$ cat src/rtl/peri_7seg_mux_n.sv
// Multiplexed N-digit hex 7-segment driver with per-digit enable, decimal points,
// leading-zero blanking, 16-level PWM brightness and a one-cycle anti-ghost guard.
module peri_7seg_mux_n #(
  parameter int N_DIGITS = 8,
  parameter int CLK_DIV  = 1000
) (
  input  logic                clk_i,
  input  logic                rst_n_i,
  input  logic                we_data_i,
  input  logic                we_ctrl_i,
  input  logic [31:0]         d_i,
  output logic [N_DIGITS-1:0] an_o,
  output logic [6:0]          hex_number_o,
  output logic                dp_o
);

  localparam int SW = $clog2(CLK_DIV);
  localparam int IW = (N_DIGITS > 1) ? $clog2(N_DIGITS) : 1;

  logic [4*N_DIGITS-1:0] data_q;
  logic [N_DIGITS-1:0]   digit_en;
  logic [N_DIGITS-1:0]   dp_mask;
  logic                  lz_blank;
  logic [3:0]            bright;
  logic [SW-1:0]         slot_cnt;
  logic [IW-1:0]         dig_idx;

  logic [3:0]  cur_nib;
  logic        cur_en;
  logic        cur_dp;
  logic        cur_lz;
  logic        upper_zero;
  logic [31:0] on_lim;
  logic        lit;
  logic        slot_wrap;
  logic        unused_bits;

  assign unused_bits = &{1'b0, d_i};

  function automatic logic [6:0] seg_enc(input logic [3:0] v);
    case (v)
      4'h0: seg_enc = 7'h40;
      4'h1: seg_enc = 7'h79;
      4'h2: seg_enc = 7'h24;
      4'h3: seg_enc = 7'h30;
      4'h4: seg_enc = 7'h19;
      4'h5: seg_enc = 7'h12;
      4'h6: seg_enc = 7'h02;
      4'h7: seg_enc = 7'h78;
      4'h8: seg_enc = 7'h00;
      4'h9: seg_enc = 7'h10;
      4'hA: seg_enc = 7'h08;
      4'hB: seg_enc = 7'h03;
      4'hC: seg_enc = 7'h46;
      4'hD: seg_enc = 7'h21;
      4'hE: seg_enc = 7'h06;
      default: seg_enc = 7'h0E;
    endcase
  endfunction

  // Walk from the most significant digit down so upper_zero holds "nibbles i..N-1 are zero".
  always_comb begin
    cur_nib    = 4'h0;
    cur_en     = 1'b0;
    cur_dp     = 1'b0;
    cur_lz     = 1'b0;
    upper_zero = 1'b1;
    for (int i = N_DIGITS - 1; i >= 0; i--) begin
      upper_zero = upper_zero & (data_q[4*i +: 4] == 4'h0);
      if (dig_idx == IW'(i)) begin
        cur_nib = data_q[4*i +: 4];
        cur_en  = digit_en[i];
        cur_dp  = dp_mask[i];
        cur_lz  = lz_blank && upper_zero && (i != 0);
      end
    end
  end

  assign on_lim    = ((32'(bright) + 32'd1) * 32'(CLK_DIV)) >> 4;
  assign slot_wrap = (slot_cnt == SW'(CLK_DIV - 1));
  // slot_cnt == 0 is the anti-ghost guard: no anode is ever driven in that cycle.
  assign lit = cur_en && !cur_lz && (slot_cnt != '0) && (32'(slot_cnt) < on_lim);

  always_ff @(posedge clk_i or negedge rst_n_i) begin
    if (!rst_n_i) begin
      data_q       <= '0;
      digit_en     <= '1;
      dp_mask      <= '0;
      lz_blank     <= 1'b0;
      bright       <= 4'hF;
      slot_cnt     <= '0;
      dig_idx      <= '0;
      an_o         <= '1;
      hex_number_o <= 7'h7F;
      dp_o         <= 1'b1;
    end else begin
      if (we_data_i) data_q <= d_i[4*N_DIGITS-1:0];
      if (we_ctrl_i) begin
        digit_en <= d_i[N_DIGITS-1:0];
        dp_mask  <= d_i[8 +: N_DIGITS];
        lz_blank <= d_i[16];
        bright   <= d_i[23:20];
      end

      if (slot_wrap) begin
        slot_cnt <= '0;
        dig_idx  <= (dig_idx == IW'(N_DIGITS - 1)) ? '0 : dig_idx + 1'b1;
      end else begin
        slot_cnt <= slot_cnt + 1'b1;
      end

      for (int i = 0; i < N_DIGITS; i++) begin
        an_o[i] <= !(lit && (dig_idx == IW'(i)));
      end
      hex_number_o <= lit ? seg_enc(cur_nib) : 7'h7F;
      dp_o         <= lit ? ~cur_dp : 1'b1;
    end
  end

endmodule

$ cat config.mk
export PLATFORM = sky130hd
export DESIGN_NAME = peri_7seg_mux_n
export DESIGN_NICKNAME = d
export VERILOG_FILES = /design/src/rtl/peri_7seg_mux_n.sv
export SDC_FILE = /design/constraint.sdc
export NUM_CORES = 1
export LEC_CHECK = 0
export ABC_AREA = 1
export CAP_MARGIN = 5
export CELL_PAD_IN_SITES_DETAIL_PLACEMENT = 1
export CELL_PAD_IN_SITES_GLOBAL_PLACEMENT = 1
export CORE_UTILIZATION = 44
export CTS_CLUSTER_SIZE = 14
export DETAILED_ROUTE_END_ITERATION = 6
export GPL_TIMING_DRIVEN = 0
export HOLD_SLACK_MARGIN = 0.08
export PLACE_DENSITY_LB_ADDON = 0.3
export SLEW_MARGIN = 5
export SYNTH_ARGS = -nofsm -noshare
export SYNTH_HDL_FRONTEND = slang
export SYNTH_SLANG_ARGS = --single-unit
$ cat constraint.sdc
create_clock -name clk_i -period 5.75 [get_ports clk_i]
set_clock_uncertainty 0.2 [all_clocks]
set_input_delay 1.15 -clock clk_i [delete_from_list [all_inputs] [get_ports clk_i]]
set_output_delay 1.15 -clock clk_i [all_outputs]
set_load 0.02 [all_outputs]
==> results of run 1 <==
==> what timing repair did <==
action,4_1_cts,5_1_grt
pin swaps,0,1
endpoints found under the hold margin,0,0
buffers inserted,0,3
setup endpoints to repair,1,10
gates resized for setup,1,1
==> final cells by class <==
type / instances / area share
buffer: 17 / 0.0170
tap: 143 / 0.0283
timing repair buffer: 53 / 0.0850
sequential: 82 / 0.330
inverter: 116 / 0.0688
multi-input combinational: 419 / 0.417
clock inverter: 7 / 0.0184
clock buffer: 9 / 0.0356
==> through the flow <==
stage / hold slack (ns) / TNS (ns) / std cells / util / area [um^2]
after detailed placement: 0.285 / 0 / 827 / 0.516 / 5950
final: 0.294 / 0 / 846 / 0.549 / 6330
after CTS: 0.295 / 0 / 843 / 0.547 / 6300
after global routing: 0.323 / -0.0137 / 846 / 0.549 / 6330
after global placement: 0.275 / 0 / 826 / 0.514 / 5920
after floorplan: 0.254 / 0 / 634 / - / 5250
==> per-layer routing <==
layer,vias up,part of all wire
met2,64,0.52
met5,-,0
met4,0,0.016
met3,17,0.024
met1,2174,0.44
li1,2142,-
==> where the power goes <==
part,total (mW),internal [mW],switching [mW]
combinational,0.813,0.348,0.465
clock,0.669,0.424,0.245
sequential,0.686,0.658,0.0275
total,2.17,1.43,0.737
==> registers in the layout, summed over array words and instances (netlist names) <==
name / count
dig_idx: 3
dp_mask: 8
dp_o: 1
slot_cnt: 10
an_o: 8
data_q: 32
hex_number_o: 7
lz_blank: 1
digit_en: 8
bright: 4
==> synth_stat cells, types with 7 or more instances <==
| master | instances | share of area |
|---|---|---|
| sky130_fd_sc_hd__a21oi_1 | 23 | 0.022 |
| sky130_fd_sc_hd__clkbuf_1 | 8 | 0.0057 |
| sky130_fd_sc_hd__dfrtp_1 | 54 | 0.26 |
| sky130_fd_sc_hd__dfstp_2 | 28 | 0.14 |
| sky130_fd_sc_hd__fa_1 | 10 | 0.038 |
| sky130_fd_sc_hd__ha_1 | 43 | 0.10 |
| sky130_fd_sc_hd__inv_1 | 110 | 0.079 |
| sky130_fd_sc_hd__mux2_2 | 17 | 0.036 |
| sky130_fd_sc_hd__nand2_1 | 131 | 0.094 |
| sky130_fd_sc_hd__nand3_1 | 47 | 0.045 |
| sky130_fd_sc_hd__nor2_1 | 31 | 0.022 |
| sky130_fd_sc_hd__o21ai_0 | 67 | 0.064 |
| sky130_fd_sc_hd__xor2_1 | 7 | 0.012 |
==> cell families after synthesis <==
group | after synthesis | synth area share
simple gates | 230 | 0.189
buf+inv | 133 | 0.103
compound gates | 108 | 0.115
flops | 82 | 0.397
fa+ha+maj | 53 | 0.141
mux | 17 | 0.0364
xor+xnor | 11 | 0.0183
==> worst paths after layout <==
kind                       cells past startpoint                     from                        end
setup reg to reg                              20    bright[0]$_DFFE_PN1P_  hex_number_o[4]$_DFF_PN1_
setup / recovery                              20    bright[0]$_DFFE_PN1P_  hex_number_o[4]$_DFF_PN1_
min in group asynchronous                      1                  rst_n_i     dp_mask[5]$_DFFE_PN0P_
hold reg to reg                                2  digit_en[4]$_DFFE_PN1P_    digit_en[4]$_DFFE_PN1P_
max in group asynchronous                      2                  rst_n_i          an_o[0]$_DFF_PN1_
hold / removal                                 2  digit_en[4]$_DFFE_PN1P_    digit_en[4]$_DFFE_PN1P_
==> critical path: stages (launching register included) <==
cell and delay (ns):
sky130_fd_sc_hd__dfstp_2 0.66, sky130_fd_sc_hd__ha_1 0.25, sky130_fd_sc_hd__xor2_2 0.28, sky130_fd_sc_hd__inv_1 0.14, sky130_fd_sc_hd__fa_1 0.56, sky130_fd_sc_hd__fa_1 0.54, sky130_fd_sc_hd__fa_1 0.54, sky130_fd_sc_hd__inv_1 0.04
sky130_fd_sc_hd__ha_1 0.34, sky130_fd_sc_hd__a21oi_1 0.18, sky130_fd_sc_hd__nand2_1 0.10, sky130_fd_sc_hd__a21oi_1 0.15, sky130_fd_sc_hd__o21ai_0 0.11, sky130_fd_sc_hd__xor2_1 0.16, sky130_fd_sc_hd__ha_1 0.30, sky130_fd_sc_hd__a21oi_1 0.12
sky130_fd_sc_hd__a21boi_0 0.11, sky130_fd_sc_hd__o21ai_2 0.14, sky130_fd_sc_hd__buf_4 0.16, sky130_fd_sc_hd__buf_4 0.18, sky130_fd_sc_hd__nand3_1 0.11
==> impl_metrics.tcl, run 1 <==
set metrics [dict create \
    run_status "complete, but fails checks" \
    violations "DRC" \
    fin_nets 787 \
    place.detailed.hpwl_mm 10.9 \
    hold_path.class "flip-flop to flip-flop" \
    cts_tree "built" \
    initial_core_util 0.456 \
    timing.max_cap.violations 0 \
    synth_fp_nets 723 \
    gr-usage-all-layers 0.249 \
    overflow_left_after_global_routing 0 \
    antenna_cells_inserted 0 \
    synthArstFlopShare 1.00 \
    grt_pass1_vias 4737 \
    maxSlewHeadroom 0.482 \
    layout_commonest_cell "sky130_fd_sc_hd__nand2_1" \
    antenna_violating_nets_post_route 0 \
    fraction_of_met2_tracks_used_by_global_routing 0.453 \
    layout_min_cycle_time_ns 5.45 \
    final-seq-area_um2 2090 \
    ir_drop_uv 198 \
    synth.distinct_cells 38 \
    antenna_violations_before_repair 0 \
    layout_setup_ws_ns 0.296 \
    synth_warnings 0 \
    syn-cell-area_um2 5250 \
    synth_cells 634 \
    globalRouteMet1Util 0.304 \
    die_area_um2 12400 \
    grt_start_max_net_pins 56 \
    dr.pass1.iters 7 \
    cts_max_path_buffers 2 \
    post-layout-total-power_mw 2.17 \
    cp_data_arrival_time_ns 5.51 \
    clkSlewWorstSetupHoldPaths_ns 0.07 \
    syn_avg_cell_area_um2 8.28 \
    detail_route.wirelength_mm 14.2 \
    num_vias 4397 \
    detail_route.wl_per_cell_um 16.8 \
    setup_viol_count_final 0 \
    cts_made_buffers 9 \
    tritoncts_num_sinks 82 \
    flow.area_growth_from_synthesis_pct 20.4 \
    critical_path.max_fanout 10 \
    fp.dieH_um 111 \
    edff_count_synth 0 \
    layout_common_cells "sky130_fd_sc_hd__nand2_1 (131), sky130_fd_sc_hd__inv_1 (110), sky130_fd_sc_hd__o21ai_0 (67), sky130_fd_sc_hd__dfrtp_1 (54), sky130_fd_sc_hd__clkdlybuf4s50_1 (48)" \
    min_period_over_period 0.948 \
    timing_worst_slew_pin_value_ns 0.777 \
    post-place-ws_ns 0.0130 \
    post_drt_via_cell_ratio 5.20 \
    cp.required_ns 5.81 \
    clock_latency_ns 0.34 \
    synth-seq-area-share 0.397 \
    hold_viol_final 0 \
    gp_congestion 0.866 \
    floorplan.die.width_um 111 \
    worst-setup-path-type "flip-flop to flip-flop" \
    core_um2 11500 \
    portBuffers 49 \
    grt_most_used_layer "met2" \
    ff2ff_setup_slack_ns 0.30 \
    static-leakage-power_nw 3.10 \
    ys_seq_elements 82 \
    top_level_ports 52 \
    met3_track_usage_gr 0.0334 \
    clk_root_buffer_cell "sky130_fd_sc_hd__clkbuf_16" \
    power_density_nw_per_um2 343 \
    synth_flop_cell "sky130_fd_sc_hd__dfrtp_1" \
    cts_htree_levels 3 \
    post_route_cells_drive_above_1_share 0.132 \
    clock.fmax_mhz 183 \
    cts_hold_repair.buffers 0 \
    grt_pass1_wl_mm 23.9 \
    placement_rows 39 \
    multiInputGateArea_um2 2640 \
    filler_cell_count 1383 \
    number_of_drc_violations_after_detailed_routing_iteration_0 193 \
    setup.worst_path.end_class "flip-flop" \
    final-max-slew-violation-count 0 \
    detail_route.drc_violations 14 \
    startpoint_type "flip-flop" \
]
Power figures use the tool's default switching activity.
==> inputs of run 2 (changes only) <==
--- a/config.mk
+++ b/config.mk
@@ -6,7 +6,7 @@
 export NUM_CORES = 1
 export LEC_CHECK = 0
 export ABC_AREA = 1
-export CAP_MARGIN = 5
+export CAP_MARGIN = 15
 export CELL_PAD_IN_SITES_DETAIL_PLACEMENT = 1
 export CELL_PAD_IN_SITES_GLOBAL_PLACEMENT = 1
 export CORE_UTILIZATION = 44
==> results of run 2 <==
No change in the layout: final DEF, timing and power equal those of run 1.
==> inputs of run 3 (changes only) <==
--- a/config.mk
+++ b/config.mk
@@ -12,6 +12,7 @@
 export CORE_UTILIZATION = 44
 export CTS_CLUSTER_SIZE = 14
 export DETAILED_ROUTE_END_ITERATION = 6
+export GPL_ROUTABILITY_DRIVEN = 0
 export GPL_TIMING_DRIVEN = 0
 export HOLD_SLACK_MARGIN = 0.08
 export PLACE_DENSITY_LB_ADDON = 0.3
==> constraint.sdc (replaced) <==
create_clock -name clk_i -period 5.75 [get_ports clk_i]
set_clock_uncertainty 0.2 [all_clocks]
set_input_delay 0.575 -clock clk_i [delete_from_list [all_inputs] [get_ports clk_i]]
set_output_delay 0.575 -clock clk_i [all_outputs]
set_load 0.02 [all_outputs]
==> run 3 against run 2 <==
Effect of this change:
- the run still ends with DRC left
- hold slack barely moved
- critical path depth stayed put
- sequential power hardly changed
==> impl_metrics.tcl, run 3 (synthesized netlist as in run 1, its figures left out) <==
set metrics [dict create \
    min_period_over_period 0.950 \
    cp_data_arrival_time_ns 5.52 \
    violations "DRC" \
    finish.instance_area_um2 6340 \
    antenna_violating_nets_post_route 0 \
    setup.worst_path.end_class "flip-flop" \
    antenna_cells_inserted 0 \
    flow.area_growth_from_synthesis_pct 20.6 \
    cp.required_ns 5.80 \
    power.switching_mw 0.735 \
    reg2reg_to "hex_number_o[4]$_DFF_PN1_" \
    flip_flop_count_of_the_largest_register_after_layout 32 \
    biggestRegsByFlops "data_q: 32 flops, slot_cnt: 10 flops" \
    top_level_ports 52 \
    grt_start_max_net_pins 56 \
    placement_rows 39 \
    power_density_nw_per_um2 342 \
    critical_path.max_stage_delay_ns 0.66 \
    holdCritStartpoint "digit_en[4]$_DFFE_PN1P_" \
    holdPathEnd "digit_en[4]$_DFFE_PN1P_" \
    internal_power_mw 1.43 \
    tritoncts_num_sinks 82 \
    startpoint_type "flip-flop" \
    timing.setup.tns_ns 0 \
    ir_drop_uv 198 \
    cts_tree "built" \
    cts_max_path_buffers 2 \
    timing.max_cap.violations 0 \
    number_of_drc_violations_after_detailed_routing_iteration_0 172 \
    layout_common_cells "sky130_fd_sc_hd__nand2_1 (131), sky130_fd_sc_hd__inv_1 (110), sky130_fd_sc_hd__o21ai_0 (67), sky130_fd_sc_hd__dfrtp_1 (54), sky130_fd_sc_hd__clkdlybuf4s50_1 (48)" \
    detail_route.wirelength_mm 14.2 \
    hold_path_cell_cnt 2 \
    detail_route.wl_per_cell_um 16.7 \
    r2r.worst_path.cells 20 \
    gr-usage-all-layers 0.249 \
    critical_path.max_fanout 10 \
    rr_startpoint "bright[0]$_DFFE_PN1P_" \
    fp.dieH_um 111 \
    floorplan.die.width_um 111 \
    worst-setup-path-type "flip-flop to flip-flop" \
    grt_pass1_vias 4737 \
    maxSlewHeadroom 0.499 \
    clock.fmax_mhz 183 \
    fin_nets 788 \
    grt_pass1_wl_mm 23.9 \
    chain_of_cells_forming_the_critical_path "ha_1, xor2_2, inv_1, fa_1, fa_1, fa_1, inv_1, ha_1, a21oi_1, nand2_1, a21oi_1, o21ai_0, xor2_1, ha_1, a21oi_1, a21boi_0, o21ai_2, buf_4, buf_4, nand3_1" \
    post_route_cells_drive_above_1_share 0.132 \
    dpl-instance-area_um2 5950 \
    relative_contribution_of_the_clock_network_to_total_power 0.308 \
    num_vias 4406 \
    filler_cell_count 1382 \
    cts_made_buffers 9 \
    portBuffers 49 \
    timing_worst_slew_pin_value_ns 0.752 \
    antenna_violations_before_repair 0 \
    static-leakage-power_nw 3.11 \
    registers.top_by_ff_count "data_q" \
    slowest_stage "sky130_fd_sc_hd__dfstp_2" \
    core_um2 11500 \
    setup_viol_count_final 0 \
    dr.pass1.iters 7 \
    power_frac_seq 0.317 \
    hold_viol_final 0 \
    cts_htree_levels 3 \
    clkSlewWorstSetupHoldPaths_ns 0.07 \
    final-max-slew-violation-count 0 \
    ff2ff_setup_slack_ns 0.29 \
    post_drt_via_cell_ratio 5.20 \
    critPathBufInv 4 \
    layout_commonest_cell "sky130_fd_sc_hd__nand2_1" \
    clk_root_buffer_cell "sky130_fd_sc_hd__clkbuf_16" \
    run_status "complete, but fails checks" \
    layout_min_cycle_time_ns 5.46 \
    timing.critical_path.max_delay_family "adder cells" \
    comb_power_share 0.375 \
    sw_frac_of_total 0.340 \
    overflow_left_after_global_routing 0 \
    detail_route.drc_violations 14 \
    initial_core_util 0.456 \
    hold_path.class "flip-flop to flip-flop" \
    die_area_um2 12400 \
    place.detailed.hpwl_mm 10.9 \
    clock_latency_ns 0.34 \
]
-- run 3: cell count changes in the layout (fill, tap and decap cells not counted) --
cell                            change
sky130_fd_sc_hd__dlygate4sd3_1      +1
-- run 3: area by class of cell --
cell class | instances | area, um^2 | area share
buffer | 17 | 108 | 0.0170
clock buffer | 9 | 225 | 0.0355
clock inverter | 7 | 116 | 0.0184
inverter | 116 | 435 | 0.0687
multi-input combinational | 419 | 2640 | 0.416
sequential | 82 | 2090 | 0.329
tap | 143 | 179 | 0.0282
timing repair buffer | 54 | 548 | 0.0865
-- run 3: through the flow --
stage | util | total power, mW | worst slack (ns) | std cells | hold WS [ns]
CTS | 0.548 | 2.15 | 0.0651 | 844 | 0.295
floorplan | - | 1.22 | 0.738 | 634 | 0.0794
finish | 0.550 | 2.17 | 0.285 | 847 | 0.294
global placement | 0.514 | 1.41 | 0.196 | 826 | 0.275
detailed placement | 0.516 | 1.47 | 0.0130 | 827 | 0.285
global route | 0.550 | 2.31 | -0.0137 | 847 | 0.323
-- run 3: timing repair --
action                     CTS  global route
setup endpoints to repair    1            10
hold buffers                 1             0
hold endpoints to repair    23             0
pin swaps                    0             1
gates resized for setup      1             1
setup buffers                0             3
gates cloned                 0             0
-- run 3: power groups by stage --
stage	Sequential (mW)	Clock (mW)	Combinational, mW
2_1_floorplan	0.721	0	0.497
3_3_place_gp	0.691	0	0.722
3_5_place_dp	0.695	0	0.776
4_1_cts	0.686	0.676	0.784
5_1_grt	0.692	0.695	0.921
6_report	0.685	0.668	0.812
-- run 3: how the worst max path moves through the flow --
stage / from / endpoint / slack (ns) / depth (start not counted)
final: bright[0]$_DFFE_PN1P_ / hex_number_o[4]$_DFF_PN1_ / 0.29 / 20
after global placement: bright[0]$_DFFE_PN1P_ / hex_number_o[6]$_DFF_PN1_ / 0.20 / 19
after floorplan: bright[0]$_DFFE_PN1P_ / dp_o$_DFF_PN1_ / 0.74 / 19
after CTS: bright[0]$_DFFE_PN1P_ / hex_number_o[4]$_DFF_PN1_ / 0.07 / 19
after global routing: bright[0]$_DFFE_PN1P_ / hex_number_o[3]$_DFF_PN1_ / -0.01 / 20
after detailed placement: bright[0]$_DFFE_PN1P_ / hex_number_o[4]$_DFF_PN1_ / 0.01 / 19
-- run 3: tightest hold or removal path: stages (launching register included) --
cell	delay, ns
sky130_fd_sc_hd__dfstp_2	0.36
sky130_fd_sc_hd__inv_1	0.06
sky130_fd_sc_hd__o21ai_0	0.07
-- run 3: layer usage --
| metal | global-route usage | up-vias | share of wire |
|---|---|---|---|
| met2 | 0.453 | 64 | 0.53 |
| li1 | - | 2147 | - |
| met5 | 0 | - | 0 |
| met3 | 0.0328 | 12 | 0.022 |
| met1 | 0.305 | 2183 | 0.44 |
| met4 | 0.0721 | 0 | 0.012 |
